==> config.mk <==
export PLATFORM = sky130hd
export DESIGN_NAME = ctrl_id_pipe
export DESIGN_NICKNAME = d
export VERILOG_FILES = /design/src/rtl/ctrl_id_pipe.sv
export SDC_FILE = /design/constraint.sdc
export NUM_CORES = 1
export LEC_CHECK = 0
export CORE_ASPECT_RATIO = 0.6
export CORE_MARGIN = 5
export CORE_UTILIZATION = 35
export DETAILED_ROUTE_END_ITERATION = 10
export GPL_TIMING_DRIVEN = 0
export PLACE_DENSITY = 0.72
export SYNTH_ARGS = -nofsm -noshare
export SYNTH_HDL_FRONTEND = slang
export SYNTH_SLANG_ARGS = --single-unit
==> constraint.sdc <==
create_clock -name clk -period 2.3 [get_ports clk]
set_input_delay 0.46 -clock clk [delete_from_list [all_inputs] [get_ports clk]]
set_output_delay 0.46 -clock clk [all_outputs]
set_load 0.02 [all_outputs]
==> src/rtl/ctrl_id_pipe.sv <==
// ctrl_id_pipe: instruction-decode stage controller with ID/EX pipeline register.
//   Decodes the IF/ID instruction into EX control bits, detects load-use hazards
//   against the load currently in EX, and inserts LOAD_STALL bubbles while
//   asserting a combinational stall that freezes PC and IF/ID.
//
// Parameters
//   LOAD_STALL  bubbles inserted per load-use hazard (1..3)
//   EN_EXT      1: decode ori/slti/lui/jal, 0: treat them as illegal
//
// Ports
//   clk, rst_n        clock, synchronous active-low reset
//   in_valid, instr   IF/ID instruction and its valid flag
//   flush             taken branch/jump; kill the instruction in ID
//   ex_mem_read_in    instruction in EX is a load
//   ex_rt_in          destination register of that load
//   stall             combinational; hold PC and IF/ID this cycle
//   ex_*              registered ID/EX control and register fields
//
// state | meaning
// IDLE  | decode normally; a hazard here starts a stall
// HOLD  | extra bubbles after the first one; cnt counts those still owed
module ctrl_id_pipe #(
  parameter int unsigned LOAD_STALL = 1,
  parameter bit          EN_EXT     = 1
) (
  input  logic        clk,
  input  logic        rst_n,
  input  logic        in_valid,
  input  logic [31:0] instr,
  input  logic        flush,
  input  logic        ex_mem_read_in,
  input  logic [4:0]  ex_rt_in,
  output logic        stall,
  output logic        ex_valid,
  output logic        ex_alusrc,
  output logic [2:0]  ex_aluop,
  output logic        ex_regdst,
  output logic        ex_branch_eq,
  output logic        ex_branch_ne,
  output logic        ex_memwrite,
  output logic        ex_memread,
  output logic        ex_memtoreg,
  output logic        ex_regwrite,
  output logic        ex_jump,
  output logic        ex_link,
  output logic        ex_illegal,
  output logic [4:0]  ex_rs,
  output logic [4:0]  ex_rt,
  output logic [4:0]  ex_rd
);

  localparam logic [2:0] ALU_ADD   = 3'b000;
  localparam logic [2:0] ALU_SUB   = 3'b001;
  localparam logic [2:0] ALU_FUNCT = 3'b010;
  localparam logic [2:0] ALU_AND   = 3'b011;
  localparam logic [2:0] ALU_OR    = 3'b100;
  localparam logic [2:0] ALU_SLT   = 3'b101;
  localparam logic [2:0] ALU_LUI   = 3'b110;

  // First bubble is issued from IDLE, so HOLD owes the remaining LOAD_STALL-1.
  localparam logic [1:0] HOLD_CNT = 2'(LOAD_STALL - 1);

  typedef enum logic {IDLE, HOLD} stateT;

  typedef struct packed {
    logic       valid;
    logic       illegal;
    logic       aluSrc;
    logic [2:0] aluOp;
    logic       regDst;
    logic       branchEq;
    logic       branchNe;
    logic       memWrite;
    logic       memRead;
    logic       memToReg;
    logic       regWrite;
    logic       jump;
    logic       link;
    logic [4:0] rs;
    logic [4:0] rt;
    logic [4:0] rd;
  } idExT;

  stateT      state, stateNxt;
  logic [1:0] cnt, cntNxt;
  idExT       dec, exReg;
  logic       takeInstr;
  logic       useRs, useRt, hazard;

  logic [5:0] op;
  logic [4:0] rs, rt;
  assign op = instr[31:26];
  assign rs = instr[25:21];
  assign rt = instr[20:16];

  always_comb begin
    dec       = '0;
    dec.valid = 1'b1;
    dec.rs    = rs;
    dec.rt    = rt;
    dec.rd    = instr[15:11];
    case (op)
      6'b000000: begin dec.regDst = 1'b1; dec.regWrite = 1'b1; dec.aluOp = ALU_FUNCT; end
      6'b100011: begin
        dec.aluSrc = 1'b1; dec.memRead = 1'b1; dec.memToReg = 1'b1;
        dec.regWrite = 1'b1; dec.aluOp = ALU_ADD;
      end
      6'b101011: begin dec.aluSrc = 1'b1; dec.memWrite = 1'b1; dec.aluOp = ALU_ADD; end
      6'b001000: begin dec.aluSrc = 1'b1; dec.regWrite = 1'b1; dec.aluOp = ALU_ADD; end
      6'b001100: begin dec.aluSrc = 1'b1; dec.regWrite = 1'b1; dec.aluOp = ALU_AND; end
      6'b000100: begin dec.branchEq = 1'b1; dec.aluOp = ALU_SUB; end
      6'b000101: begin dec.branchNe = 1'b1; dec.aluOp = ALU_SUB; end
      6'b000010: dec.jump = 1'b1;
      6'b001101: begin
        if (EN_EXT) begin dec.aluSrc = 1'b1; dec.regWrite = 1'b1; dec.aluOp = ALU_OR; end
        else dec.illegal = 1'b1;
      end
      6'b001010: begin
        if (EN_EXT) begin dec.aluSrc = 1'b1; dec.regWrite = 1'b1; dec.aluOp = ALU_SLT; end
        else dec.illegal = 1'b1;
      end
      6'b001111: begin
        if (EN_EXT) begin dec.aluSrc = 1'b1; dec.regWrite = 1'b1; dec.aluOp = ALU_LUI; end
        else dec.illegal = 1'b1;
      end
      6'b000011: begin
        if (EN_EXT) begin
          dec.jump = 1'b1; dec.link = 1'b1; dec.regWrite = 1'b1; dec.regDst = 1'b1;
          dec.rd = 5'd31;
        end else dec.illegal = 1'b1;
      end
      default: dec.illegal = 1'b1;
    endcase
  end

  // Source usage is a property of the opcode, independent of EN_EXT.
  assign useRs  = !(op == 6'b000010 || op == 6'b000011);
  assign useRt  = (op == 6'b000000) || (op == 6'b101011) ||
                  (op == 6'b000100) || (op == 6'b000101);
  assign hazard = in_valid && ex_mem_read_in && (ex_rt_in != 5'd0) &&
                  ((useRs && ex_rt_in == rs) || (useRt && ex_rt_in == rt));

  always_comb begin
    stateNxt  = state;
    cntNxt    = cnt;
    stall     = 1'b0;
    takeInstr = 1'b0;
    if (!rst_n) begin
      stateNxt = IDLE;
      cntNxt   = 2'd0;
    end else if (flush) begin
      stateNxt = IDLE;
      cntNxt   = 2'd0;
    end else if (state == HOLD) begin
      stall = 1'b1;
      if (cnt <= 2'd1) begin
        stateNxt = IDLE;
        cntNxt   = 2'd0;
      end else begin
        cntNxt = cnt - 2'd1;
      end
    end else if (hazard) begin
      stall = 1'b1;
      if (LOAD_STALL > 1) begin
        stateNxt = HOLD;
        cntNxt   = HOLD_CNT;
      end
    end else begin
      takeInstr = in_valid;
    end
  end

  always_ff @(posedge clk) begin
    if (!rst_n) begin
      state <= IDLE;
      cnt   <= 2'd0;
      exReg <= '0;
    end else begin
      state <= stateNxt;
      cnt   <= cntNxt;
      exReg <= takeInstr ? dec : '0;
    end
  end

  assign ex_valid     = exReg.valid;
  assign ex_illegal   = exReg.illegal;
  assign ex_alusrc    = exReg.aluSrc;
  assign ex_aluop     = exReg.aluOp;
  assign ex_regdst    = exReg.regDst;
  assign ex_branch_eq = exReg.branchEq;
  assign ex_branch_ne = exReg.branchNe;
  assign ex_memwrite  = exReg.memWrite;
  assign ex_memread   = exReg.memRead;
  assign ex_memtoreg  = exReg.memToReg;
  assign ex_regwrite  = exReg.regWrite;
  assign ex_jump      = exReg.jump;
  assign ex_link      = exReg.link;
  assign ex_rs        = exReg.rs;
  assign ex_rt        = exReg.rt;
  assign ex_rd        = exReg.rd;

endmodule

==> summary.txt, run 1 <==
=================================================================================================
Mapped Avg Cell Area                                                                     9.24 µm²
Initial antenna violation count                                                                 0
Crit path buf inv count                                                                         2
Actual slew at the worst max-slew pin                                                    0.697 ns
H-Tree Level Count                                                                              2
Netlist area before placement                                                            1410 µm²
Leakage                                                                                   1.03 nW
Library cell appearing most often on the critical path                                      buf_6
Power density over cell area                                                           571 nW/µm²
Vias in the first global route                                                               1437
Synth Area in Simple Gates                                                                  27.1%
Endpoint of the most critical register-to-register path                              ex_branch_eq
Port bufs                                                                                      60
Cell Chain, Critical Path                                                            buf_6 -> or3_1 -> o22ai_2 -> nand4_4 -> o21a_4 -> a21oi_4 -> buf_6
Sort of element at the start of the critical path                                       input pin
Mapped Nets                                                                                   195
Deepest clock path buffer count                                                                 2
Share of post-route cells with drive strength above 1                                       31.7%
Area share of xor/xnor cells in the synthesized design                                      6.19%
Post-synthesis mux area share                                                              0.708%
Share of the clock period used by the worst path after layout                               96.3%
Library cell with the highest instance count after synthesis                              dfxtp_1
Core footprint                                                                           3790 µm²
Largest net degree at the start of global routing                                              11
Overall track demand over capacity in global routing                                        16.4%
Post-route DRC                                                                                  0
Later-pin clock latency in the skew report                                                0.28 ns
Number of maximum-capacitance violations                                                        0
Share of synthesized cell area in full adder, half adder and majority cells                    0%
Count of routing violations after the opening detailed-route iteration                         56
Clock tree from TritonCTS                                                                    done
Portion of the post-synthesis area used by sequential elements                              45.3%
Kind of critical path                                                                input pin to output port
Worst-path clk slew                                                                       0.07 ns
Starting utilization of the core area                                                       37.3%
Data arrival time at the worst-slack endpoint                                             1.75 ns
Result of the run                                                                    complete, no violations
Delay of the slowest cell on the worst path                                               0.38 ns
Largest cells by area after synthesis                                                dfxtp_1 45%, xor2_1 6.2%, and3_1 5.3%
Total number of nets in the final design                                                      281
First-pass DRT Iterations                                                                       4
Max Slew Vio Count                                                                              0
Non-filler cells in the finished layout                                                       287
Worst hold path type                                                                 input pin to flip-flop
Remaining Overflow, GRT                                                                         0
Data required time at the worst endpoint                                                  1.84 ns
Critical path capture point type                                                      output port
Worst relative slew slack                                                                   53.2%
Critical path's top delay family                                                     compound AO/OA/AOI/OAI gates
Dominant combinational cell family by area after synthesis                           simple AND/OR/NAND/NOR gates
Crit-path max FO                                                                                8
Total die area                                                                           5450 µm²
Seq. cell area                                                                            641 µm²
Detailed Route WL                                                                         4300 µm
Sum of negative setup slack                                                                  0 ns
Post-CTS Hold Fix Bufs                                                                          0
Count of inserted antenna diode cells                                                           0
Worst hold endpoint                                                                      ex_rt[0]
Min cycle time layout                                                                     2.21 ns
Reg2reg setup slack                                                                       0.62 ns
Maximum operating frequency                                                             0.451 GHz
Total number of placement rows                                                                 17
Area fraction in compound gates after synthesis                                             15.8%
Routability Congestion                                                                      0.840
Proportion of register bits with asynchronous set or reset after synthesis                     0%
Count of placed standard cells including taps                                                 260
Count of vias placed by the detailed router                                                  1438
Placed wire-length estimate                                                               2830 µm
TritonCTS Sinks                                                                                32
Final Skew                                                                             0.00652 ns
Hold-critical path depth                                                                        2
Synth Flop Type                                                                           dfxtp_1
First-pass GRT wire length                                                                7090 µm
Leading cell types by count after synthesis                                          32 x dfxtp_1, 12 x and3_1, 12 x nor2_1, 11 x a21oi_1, 10 x xor2_1
Number of distinct library cell variants in the gate-level netlist after synthesis             43
Filler Cells Inserted                                                                         312
Worst r2r src                                                                               state
Number of hold violations in the final report                                                   0
Die H                                                                                     59.2 µm
Max IR drop VDD                                                                            315 µV
Avg Vias per Cell                                                                            5.01
CTS root buf                                                                             clkbuf_8
Count of flip-flops with a built-in enable after synthesis                                      0
Area delta synth->final                                                                     70.9%
Footprint of the multi-input gates                                                        812 µm²
Count of nets left with antenna violations after detail routing                                 0
Number of warnings reported in the yosys synthesis log                                          0
Slowest CP cell                                                                             or3_1
Most area-hungry cell type in the Yosys netlist                                           dfxtp_1
Die span in x                                                                             92.1 µm
Synthesized instance count                                                                    153
Cell count of the worst reg-to-reg path                                                         6
Final Setup Violations                                                                          0
Area share of the largest cell type after synthesis                                         45.3%
Routed len/inst                                                                           15.0 µm
Inserted Clock Buffers                                                                          5
HP Start                                                                                instr[16]
Flop and latch count out of synthesis                                                          32
I/O Pins                                                                                       73
=================================================================================================
## layer usage
metal / up-vias / track usage [%] / wire length [µm]
li1: 710 / - / -
met1: 660 / 20.9 / 2010
met2: 62 / 25.1 / 1900
met3: 6 / 6.85 / 344
met4: 0 / 5.92 / 46
met5: - / 0 / 0
## worst max path at each step
stage           startpoint          end  slack (ns)  depth (start not counted)
2_1_floorplan  ex_rt_in[3]        stall        0.02                          6
3_3_place_gp   ex_rt_in[3]        stall       -1.11                          8
3_5_place_dp   ex_rt_in[3]        stall       -1.12                          8
4_1_cts          instr[27]        stall      0.0002                          8
5_1_grt          instr[21]  ex_aluop[1]      -0.009                         14
6_report         instr[27]        stall        0.09                          7
## worst reg2reg max path, cell delays in order, from the launching register on
cell	delay (ns)
dfxtp_1	0.31
inv_1	0.17
nand3_2	0.14
or3_1	0.32
clkbuf_1	0.18
or4_1	0.42
nor2_1	0.09
## per-stage QoR
stage	utilization, %	cell area (µm²)	setup slack, ns	total power, mW	hold WS [ns]
2_1_floorplan	-	1410	0.0158	0.665	0.433
3_3_place_gp	54.8	2070	-1.11	0.760	0.444
3_5_place_dp	54.8	2070	-1.12	0.761	0.452
4_1_cts	62.2	2360	0.000222	1.37	0.462
5_1_grt	63.8	2420	-0.00880	1.43	0.444
6_report	63.8	2420	0.0851	1.38	0.443
## timing repair
| action | 4_1_cts | 5_1_grt |
|---|---|---|
| pin swaps | 13 | 10 |
| setup endpoints to repair | 1 | 1 |
| endpoints found under the hold margin | 0 | 0 |
| setup buffers | 15 | 5 |
| resized for setup | 66 | 26 |
## registers in the layout, summed over array words and instances (netlist names)
signal / flops
cnt: 2
ex_aluop: 3
ex_rd: 5
ex_rs: 5
ex_regdst: 1
ex_link: 1
ex_branch_eq: 1
ex_regwrite: 1
ex_illegal: 1
ex_jump: 1
ex_memread: 1
state: 1
ex_alusrc: 1
ex_valid: 1
ex_memwrite: 1
ex_rt: 5
ex_branch_ne: 1
## power breakdown
part / internal (mW) / switching (mW) / leakage [nW]
clock: 0.382 / 0.205 / 0.0645
combinational: 0.111 / 0.114 / 0.705
sequential: 0.564 / 0.00248 / 0.259
total: 1.06 / 0.322 / 1.03
## logic make-up (layout without fill, tap and decap cells)
kind of cell | Yosys count | count (layout)
buf+inv | 15 | 102
compound gates | 30 | 30
flops | 32 | 32
simple gates | 65 | 65
xor+xnor | 10 | 10
mux | 1 | 1
## layout make-up
class | instances | area share (%)
plain buffers | 8 | 2.23
multi-input cells | 106 | 33.6
inverters | 6 | 0.932
clock inverters | 1 | 1.24
repair buffers | 80 | 29.1
flip-flops and latches | 32 | 26.5
well taps | 47 | 2.43
clock buffers | 7 | 3.99
## cells in the final DEF, fill, tap and decap left out, types with 4 or more instances in the layout
cell type        Yosys  layout
and3_1              12      12
clkdlybuf4s50_1      0      37
nor3_1               7       5
nor4_1               5       4
buf_2                1       4
nor2_1              12      10
clkbuf_8             0       7
xor2_1              10       6
dlygate4sd2_1        0       7
clkbuf_2             1       5
buf_4                1      24
o21ba_2              5       5
a21oi_1             11       9
dfxtp_1             32      32
nand2_1              9       8
xor2_2               0       4
inv_1                6       6
Power figures use the tool's default switching activity.
==> run 2, diff against run 1 <==
- GPL_TIMING_DRIVEN: 0 -> default
==> run 2 against run 1 <==
Net effect: clock skew is 0.0038 ns lower; core utilization grew 0.76 points; combinational power rose by 4%; sequential cell count unchanged; critical endpoint unchanged; first-iteration DRC count is 8.9% lower; sequential share of layout area fell by 0.31 points; worst setup slack worse by 0.040 ns; critical path type unchanged; global-route usage decreased by 0.71 points; cell count grew 3.1%.
==> summary.txt, run 2 (synthesis results as in run 1) <==
=====================================================================================
Data arrival time at the worst-slack endpoint                                 1.79 ns   +0.04 ns
Final core utilization                                                          64.6%   +0.76 points
Maximum operating frequency                                                 0.444 GHz   -1.8%
Deepest clock path buffer count                                                     2   unchanged
Worst-path clk slew                                                           0.07 ns   about the same
Endpoint of the most critical register-to-register path                  ex_branch_eq
Final Setup Violations                                                              0   unchanged
Die span in x                                                                 92.1 µm   unchanged
Total number of placement rows                                                     17   unchanged
Power share of the combinational group                                          19.4%   +3.1 points
CTS root buf                                                                 clkbuf_8
Count of nets left with antenna violations after detail routing                     0   unchanged
Worst-case setup slack after placement                                      -0.804 ns   +0.318 ns
Switching Power                                                                315 µW   -2.2%
Count of routing violations after the opening detailed-route iteration             51   -8.9%
Met2 layer usage reported by global route                                       25.3%   +0.21 points
Result of the run                                                        complete, no violations
Remaining Overflow, GRT                                                             0   unchanged
Count of inserted antenna diode cells                                               0   unchanged
Worst r2r src                                                                   state
Global route hottest layer                                                       met2
Worst hold endpoint                                                          ex_rt[3]
Initial antenna violation count                                                     0   unchanged
Post-route DRC                                                                      0   unchanged
Kind of critical path                                                    input pin to output port
Count of vias placed by the detailed router                                      1452   +0.97%
Standard cell area after detailed placement                                  2220 µm²   +7.2%
Switching Fraction                                                              26.1%   +2.7 points
Min cycle time layout                                                         2.25 ns   +0.0398 ns
Reg2reg setup slack                                                           0.84 ns   +0.22 ns
Routability Congestion                                                          0.838   -0.23%
Share of power burned in registers                                              46.9%   +5.8 points
Number of maximum-capacitance violations                                            0   unchanged
Final Skew                                                                 0.00270 ns   -0.00382 ns
Port bufs                                                                          61   +1.7%
I/O Pins                                                                           73   unchanged
Post-CTS Hold Fix Bufs                                                              0   unchanged
Share of the clock period used by the worst path after layout                   98.0%   +1.7 points
Cell count of the worst reg-to-reg path                                             5   -1
Sort of element at the start of the critical path                           input pin
H-Tree Level Count                                                                  2   unchanged
Non-filler cells in the finished layout                                           296   +3.1%
Leakage                                                                       1.10 nW   +7.0%
Vias in the first global route                                                   1460   +1.6%
Critical path's top delay family                                         simple AND/OR/NAND/NOR gates
Slowest CP cell                                                                 or3_4
Cell Chain, Critical Path                                                dlygate4sd2_1 -> or3_4 -> o22ai_4 -> nand4_2 -> o21a_2 -> a21oi_2 -> buf_6
Worst hold path type                                                     input pin to flip-flop
Detailed Route WL                                                             4270 µm   -0.84%
Hold-critical path depth                                                            2   unchanged
TritonCTS Sinks                                                                    32   unchanged
Inserted Clock Buffers                                                              5   unchanged
Largest net degree at the start of global routing                                  14   +3
Clock Power Share                                                               33.8%   -8.8 points
Post-layout total power                                                       1.21 mW   -12%
Fraction of met3 tracks used by global routing                                  5.08%   -1.8 points
Crit-path max FO                                                                    2   -6
Number of hold violations in the final report                                       0   unchanged
Sum of negative setup slack                                                      0 ns   unchanged
Crit path buf inv count                                                             2   unchanged
Filler Cells Inserted                                                             310   -0.64%
Met1 capacity usage during global routing                                       19.8%   -1.1 points
Routed len/inst                                                               14.4 µm   -3.9%
Total die area                                                               5450 µm²   unchanged
Overall track demand over capacity in global routing                            15.7%   -0.71 points
Power density over cell area                                               494 nW/µm²   -13%
Starting utilization of the core area                                           37.3%   unchanged
First-pass GRT wire length                                                    6640 µm   -6.2%
Delay of the slowest cell on the worst path                                   0.34 ns   -0.04 ns
Die H                                                                         59.2 µm   unchanged
Core footprint                                                               3790 µm²   unchanged
Avg Vias per Cell                                                                4.91   -2.1%
Post-Layout Inst Area                                                        2440 µm²   +1.2%
Critical path capture point type                                          output port
Max Slew Vio Count                                                                  0   unchanged
Actual slew at the worst max-slew pin                                        0.366 ns   -0.331 ns
Internal power                                                                 892 µW   -16%
Data required time at the worst endpoint                                      1.84 ns   about the same
Placed wire-length estimate                                                   2970 µm   +4.9%
Share of post-route cells with drive strength above 1                           32.5%   +0.86 points
Worst relative slew slack                                                       75.0%   +22 points
Later-pin clock latency in the skew report                                    0.29 ns   about the same
Commonest non-fill, non-tap cell in the layout                           clkdlybuf4s50_1
First-pass DRT Iterations                                                           4   unchanged
Area delta synth->final                                                         72.9%
HP Start                                                                    instr[19]
Max IR drop VDD                                                                316 µV   +0.56%
Count of placed standard cells including taps                                     277   +6.5%
Clock tree from TritonCTS                                                        done
Worst setup slack after layout                                              0.0453 ns   -0.0398 ns
Total number of nets in the final design                                          291   +3.6%
Leading cell types in the layout, fill and taps excluded                 39 x clkdlybuf4s50_1, 35 x buf_4, 32 x dfxtp_1, 12 x and3_1, 11 x nor2_1
Worst hold margin                                                            0.448 ns   +0.00442 ns
=====================================================================================
-- run 2: cell type report --
class                   count  area, µm²  area share, %
clock buffers               6       72.6           2.97
clock inverters             1       5.00          0.205
inverters                   6       22.5          0.921
multi-input cells         106        779           31.9
flip-flops and latches     32        641           26.2
well taps                  47       58.8           2.41
repair buffers             98        866           35.4
-- run 2: power by group through the flow --
stage,logic [mW],registers [mW],clock network [mW]
final,0.234,0.566,0.407
after global routing,0.251,0.567,0.438
after CTS,0.218,0.566,0.417
after detailed placement,0.208,0.578,0
after global placement,0.206,0.578,0
after floorplan,0.0738,0.591,0
-- run 2: worst register-to-register path, cell delays in order, from the launching register on --
cell     delay, ns
dfxtp_1       0.31
inv_1         0.14
nand3_2       0.13
or3_1         0.34
or4_1         0.40
nor2_1        0.09
-- run 2: layer usage --
| metal | routed length [µm] | vias up |
|---|---|---|
| met4 | 38 | 0 |
| met3 | 291 | 5 |
| met5 | 0 | - |
| met2 | 1870 | 56 |
| met1 | 2070 | 665 |
| li1 | - | 726 |
-- run 2: worst max-delay path by stage --
stage | startpoint | endpoint | cells past startpoint
after floorplan | ex_rt_in[3] | stall | 6
after global placement | ex_rt_in[1] | stall | 8
after detailed placement | ex_rt_in[1] | stall | 8
after CTS | ex_rt_in[4] | stall | 8
after global routing | instr[20] | stall | 8
final | instr[31] | stall | 7
-- run 2: repair_timing --
action | in CTS | in global routing
pin swaps | 9 | 14
cloned | 0 | 0
endpoints found under the setup margin | 1 | 1
resized for setup | 34 | 30
buffers inserted | 8 | 4
